`config.mk`:
```
export PLATFORM = sky130hd
export DESIGN_NAME = led_pwm_driver
export DESIGN_NICKNAME = d
export VERILOG_FILES = /design/src/rtl/led_pwm_driver.sv
export SDC_FILE = /design/constraint.sdc
export NUM_CORES = 1
export LEC_CHECK = 0
export ABC_AREA = 1
export CAP_MARGIN = 30
export CORE_MARGIN = 2
export CORE_UTILIZATION = 35
export DETAILED_ROUTE_END_ITERATION = 7
export PLACE_DENSITY = 0.57
export SLEW_MARGIN = 20
export SYNTH_ARGS = -nofsm -noshare
export SYNTH_HDL_FRONTEND = slang
export SYNTH_SLANG_ARGS = --single-unit
```
`constraint.sdc`:
```
create_clock -name clk -period 2.5 [get_ports clk]
set_input_delay 0.5 -clock clk [delete_from_list [all_inputs] [get_ports clk]]
set_output_delay 0.5 -clock clk [all_outputs]
set_load 0.005 [all_outputs]
```
`src/rtl/led_pwm_driver.sv`:
```
// led_pwm_driver: active-low LED pin stage with global PWM dimming and optional blinking.
// Pattern, duty and blink mode are shadowed only on the last cycle of each PWM period,
// so a period always runs to completion with the values it started with.
module led_pwm_driver #(
  parameter int unsigned PWM_W     = 4,
  parameter int unsigned BLINK_DIV = 2
) (
  input  logic             clk,
  input  logic             rst,
  input  logic [7:0]       pat_n,
  input  logic [PWM_W-1:0] duty,
  input  logic             blink_en,
  output logic [7:0]       out_n,
  output logic             period_start
);

  localparam int unsigned      BlinkW    = (BLINK_DIV > 1) ? $clog2(BLINK_DIV) : 1;
  localparam logic [PWM_W-1:0] CntMax    = '1;
  localparam logic [BlinkW-1:0] BlinkLast = BlinkW'(BLINK_DIV - 1);

  logic [PWM_W-1:0]  pwm_cnt_q, pwm_cnt_d;
  logic [BlinkW-1:0] blink_cnt_q, blink_cnt_d;
  logic              blink_phase_q, blink_phase_d;
  logic [7:0]        pat_q, pat_d;
  logic [PWM_W-1:0]  duty_q, duty_d;
  logic              blink_q, blink_d;
  logic [7:0]        out_n_q, out_n_d;
  logic              period_start_q, period_start_d;
  logic              wrap;
  logic              lit;

  // Next-state: counter, shadow loads at the wrap edge, blink phase, pin drive.
  always_comb begin
    wrap           = (pwm_cnt_q == CntMax);
    pwm_cnt_d      = pwm_cnt_q + 1'b1;
    blink_cnt_d    = blink_cnt_q;
    blink_phase_d  = blink_phase_q;
    pat_d          = pat_q;
    duty_d         = duty_q;
    blink_d        = blink_q;
    period_start_d = wrap;

    if (wrap) begin
      pat_d   = pat_n;
      duty_d  = duty;
      blink_d = blink_en;
      // Phase keeps running even with blinking off, so re-enabling stays period-aligned.
      if (blink_cnt_q == BlinkLast) begin
        blink_cnt_d   = '0;
        blink_phase_d = ~blink_phase_q;
      end else begin
        blink_cnt_d = blink_cnt_q + 1'b1;
      end
    end

    // All-ones duty means fully on; a plain compare would leave one dark cycle.
    lit     = ((duty_q == CntMax) || (pwm_cnt_q < duty_q)) && !(blink_q && blink_phase_q);
    out_n_d = lit ? pat_q : 8'hFF;
  end

  // State register with asynchronous active-high reset.
  always_ff @(posedge clk or posedge rst) begin
    if (rst) begin
      pwm_cnt_q      <= '0;
      blink_cnt_q    <= '0;
      blink_phase_q  <= 1'b0;
      pat_q          <= 8'hFF;
      duty_q         <= '0;
      blink_q        <= 1'b0;
      out_n_q        <= 8'hFF;
      period_start_q <= 1'b0;
    end else begin
      pwm_cnt_q      <= pwm_cnt_d;
      blink_cnt_q    <= blink_cnt_d;
      blink_phase_q  <= blink_phase_d;
      pat_q          <= pat_d;
      duty_q         <= duty_d;
      blink_q        <= blink_d;
      out_n_q        <= out_n_d;
      period_start_q <= period_start_d;
    end
  end

  assign out_n        = out_n_q;
  assign period_start = period_start_q;

endmodule

```
==> results of run 1 <==
## registers in the layout, summed over array words and instances, names as in the netlist
signal         flops
blink_q            1
blink_cnt_q        1
blink_phase_q      1
period_start       1
pat_q              8
out_n              8
duty_q             4
pwm_cnt_q          4
## logic make-up after synthesis
kind of cell               count (synthesis)  share of synthesized area, %
DFF                                       28                          63.7
and+or+nand+nor                           38                          15.5
buffers and inverters                     19                          7.63
adders and majority gates                  4                          4.42
xor gates and xnor gates                   4                          3.10
AOI/OAI and AO/OA                         12                          5.64
## power breakdown
group / total [W] / leakage (nW) / internal (W) / switching (W)
registers: 0.000487 / 0.310 / 0.000481 / 0.00000589
clock network: 0.000218 / 0.0210 / 0.0000892 / 0.000129
logic: 0.0000691 / 0.338 / 0.0000403 / 0.0000288
## layout by cell type (no fill, tap or decap), types with 3 or more instances in the layout
cell,Yosys,routed
dfrtp_1,12,12
ha_1,4,4
clkdlybuf4s50_1,0,23
xor2_1,3,3
dfstp_2,16,16
nand3_1,9,9
nand2_1,26,26
clkbuf_4,0,3
o21ai_0,10,10
inv_1,17,17
## routing by layer
layer / GRT usage [%] / up-vias
met3: 2.35 / 5
met2: 18.7 / 18
met1: 16.8 / 355
li1: - / 377
met4: 7.45 / 0
met5: 0 / -
## Yosys cell counts (all sizes together) (2+ instances only)
library cell	number
dfrtp	12
nand2	27
o21ai	11
nand3	9
buf	2
ha	4
dfstp	16
xor2	3
inv	17
## per-stage QoR
stage               util, %  power (W)
finish                 47.1   0.000775
global route           47.1   0.000814
CTS                    47.1   0.000782
detailed placement     45.9   0.000566
global placement       45.9   0.000564
floorplan                 -   0.000520
## how the worst max path moves through the flow
| stage | start | to | slack [ps] | cells past startpoint |
|---|---|---|---|---|
| after floorplan | pwm_cnt_q[2] | out_n[0] | 1310 | 7 |
| after global routing | out_n[3] | out_n[3] | 580 | 1 |
| final | out_n[7] | out_n[7] | 640 | 1 |
| after global placement | out_n[7] | out_n[7] | 1020 | 1 |
| after CTS | out_n[7] | out_n[7] | 630 | 1 |
| after detailed placement | out_n[7] | out_n[7] | 1010 | 1 |
## cell type report
| cell class | count | area share [%] |
|---|---|---|
| Clock buffer | 4 | 2.52 |
| Inverter | 17 | 4.44 |
| Multi-Input combinational cell | 58 | 22.5 |
| Sequential cell | 28 | 50.1 |
| Tap cell | 44 | 3.83 |
| Timing Repair Buffer | 24 | 16.5 |
==> qor.csv, run 1 <==
stage;metric;value;unit
cells_and_area;final_layout_size_suffix_gt1_share;18.3;%
route;route.met3.wl;70;microns
setup_path;worstSetupPathType;flop to output pin;
logic_synthesis;synthDominantAreaCellType;dfstp_2;
clocking;clk_pin_slew_worst_paths;140;ps
grt;grt_overflow;0;
clocking;clock_tree.root_cell;clkbuf_4;
sta;setup_viol;0;
logic_synthesis;yosys_register_bits;28;
place;dp_worst_setup_slack;1010;ps
sta;period_needed;1860;ps
setup_path;critical_path.max_stage_delay;550;ps
power;standby_leakage_power;0.669;nW
outcome;status;completed;
clocking;clk-insertion-delay-late;330;ps
cells_and_area;multi_input_area;324;sq um
setup_path;critical_path.reg2reg.endpoint;blink_phase_q;
min_path;holdPathStages;1;
cells_and_area;area.sequential;721;sq um
setup_path;cp_top_family;flip-flops;
cells_and_area;post_layout_nonfiller_instances;175;
power;vdd_ir_drop_max;154;uV
cells_and_area;final.fill_count;300;
logic_synthesis;post_synth_edffs;0;
route;wl_met2;817;microns
route;detail_route.vias_per_cell;4.31;
sta;clock.fmax;538;MHz
cells_and_area;area_delta_synth_final;27.1;%
sta;setup_tns;0;ps
route;drcViolationCount;0;
route;route.top_layer_used;met4;
clocking;cts_tree;done;
setup_path;crit_required;2000;ps
cells_and_area;finish.net_count;151;
grt;grt_pass1_wl;3.34;mm
setup_path;critPathCaptureType;output pin;
setup_path;r2r-start;pwm_cnt_q[1];
grt;first_global_vias;752;
min_path;worst_hold_startpoint;blink_cnt_q;
cells_and_area;antenna-diode-count;0;
logic_synthesis;synth_area_per_cell;10.8;sq um
setup_path;worst_ep_arrival_time;1360;ps
run;max_cap_violations;0;
route;drt_wirelength;1.81;mm
grt;grt_antenna_before_repair;0;
clocking;cts_inserted_buffers;3;
grt;grt_start_max_net_pins;29;
logic_synthesis;postSynth.asyncResetShare;100;%
sta;report.final.slew_viol_count;0;
sta;hold_slack;478;ps
setup_path;worst-path-max-fanout;1;
sta;worstMarginPinSlew;355;ps
setup_path;timing.critical_path.from_type;flop;
setup_path;worst_path_max_delay_cell;dfstp_2;
place;post-dp-hpwl;1.29;mm
setup_path;critical_path.cell_chain;clkdlybuf4s50_1;
logic_synthesis;post_synth_inst_count;105;
logic_synthesis;synth_fp_nets;124;
setup_path;worst_r2r_path_depth;5;
logic_synthesis;netlist.area_leader.share;37.2;%
route;firstDrtPassIters;3;
power;power.density_cell_area;539;nW/um^2
place;routabilityCongestion;0.734;
sta;timing.clock.skew;2.64;ps
clocking;htree_num_levels;1;
grt;grt.total_usage;12.5;%
route;drt.antenna.violating_nets;0;
cells_and_area;finalInstanceArea;1440;sq um
logic_synthesis;synth_area_leaders;dfstp_2, dfrtp_1, nand2_1;
sta;finalHoldViolCount;0;
clocking;cts_resized;0;
setup_path;ff2ff_setup_slack;1120;ps
min_path;worstHoldPathType;flop to flop;
min_path;whs_endpoint;blink_cnt_q;
clocking;postCtsHoldBufs;0;
route;detail_route.wl_per_cell;10.4;microns
route;vias;755;
place;count_of_port_buffers_added_during_placement;23;
place;place_area;1400;sq um
die;die-height;60.8;microns
die;horizontal_die_dimension;60.8;microns
die;floorplan.io_pins;24;
logic_synthesis;ys_seq_area_share;63.7;%
die;design.die.area;3700;sq um
sta;rsz0062_at_grt;no;
die;placement_rows;20;
logic_synthesis;syn-cell-area;1130;sq um
sta;slew_headroom;76.3;%
clocking;cts.path.max_buffers;2;
sta;layout_worst_path_cycle_share;74.3;%
die;floorplan.core_area;3050;sq um
logic_synthesis;ys_warn_count;0;
route;detail_route.iter0.violations;7;
sta;final.setup.worst_slack;642;ps
route;met1_length;875;microns
logic_synthesis;synth_top_flop_cell;dfstp_2;
place;numPlacedInstances;171;
clocking;cts.sinks;28;
clocking;cts.repair_timing.setup_buffer_count;0;
setup_path;path_buf_inv;1;
logic_synthesis;yosys.cell_types.count;15;
die;start_util;37.0;%
Power figures use the tool's default switching activity.
==> run 2: changes to the inputs <==
Clock period 2.5 ns to 1.92 ns, I/O delays scaled along.
==> results of run 2 <==
The final DEF is identical to that of run 1. Status: completed.
Main changes from that run: setup slack after placement 1010 ps -> 539 ps; setup slack after layout 642 ps -> 178 ps; hold slack 478 ps -> 393 ps; register-to-register setup slack 1120 ps -> 540 ps; total power 0.000775 W -> 0.00101 W; worst IR drop on VDD 154 uV -> 201 uV
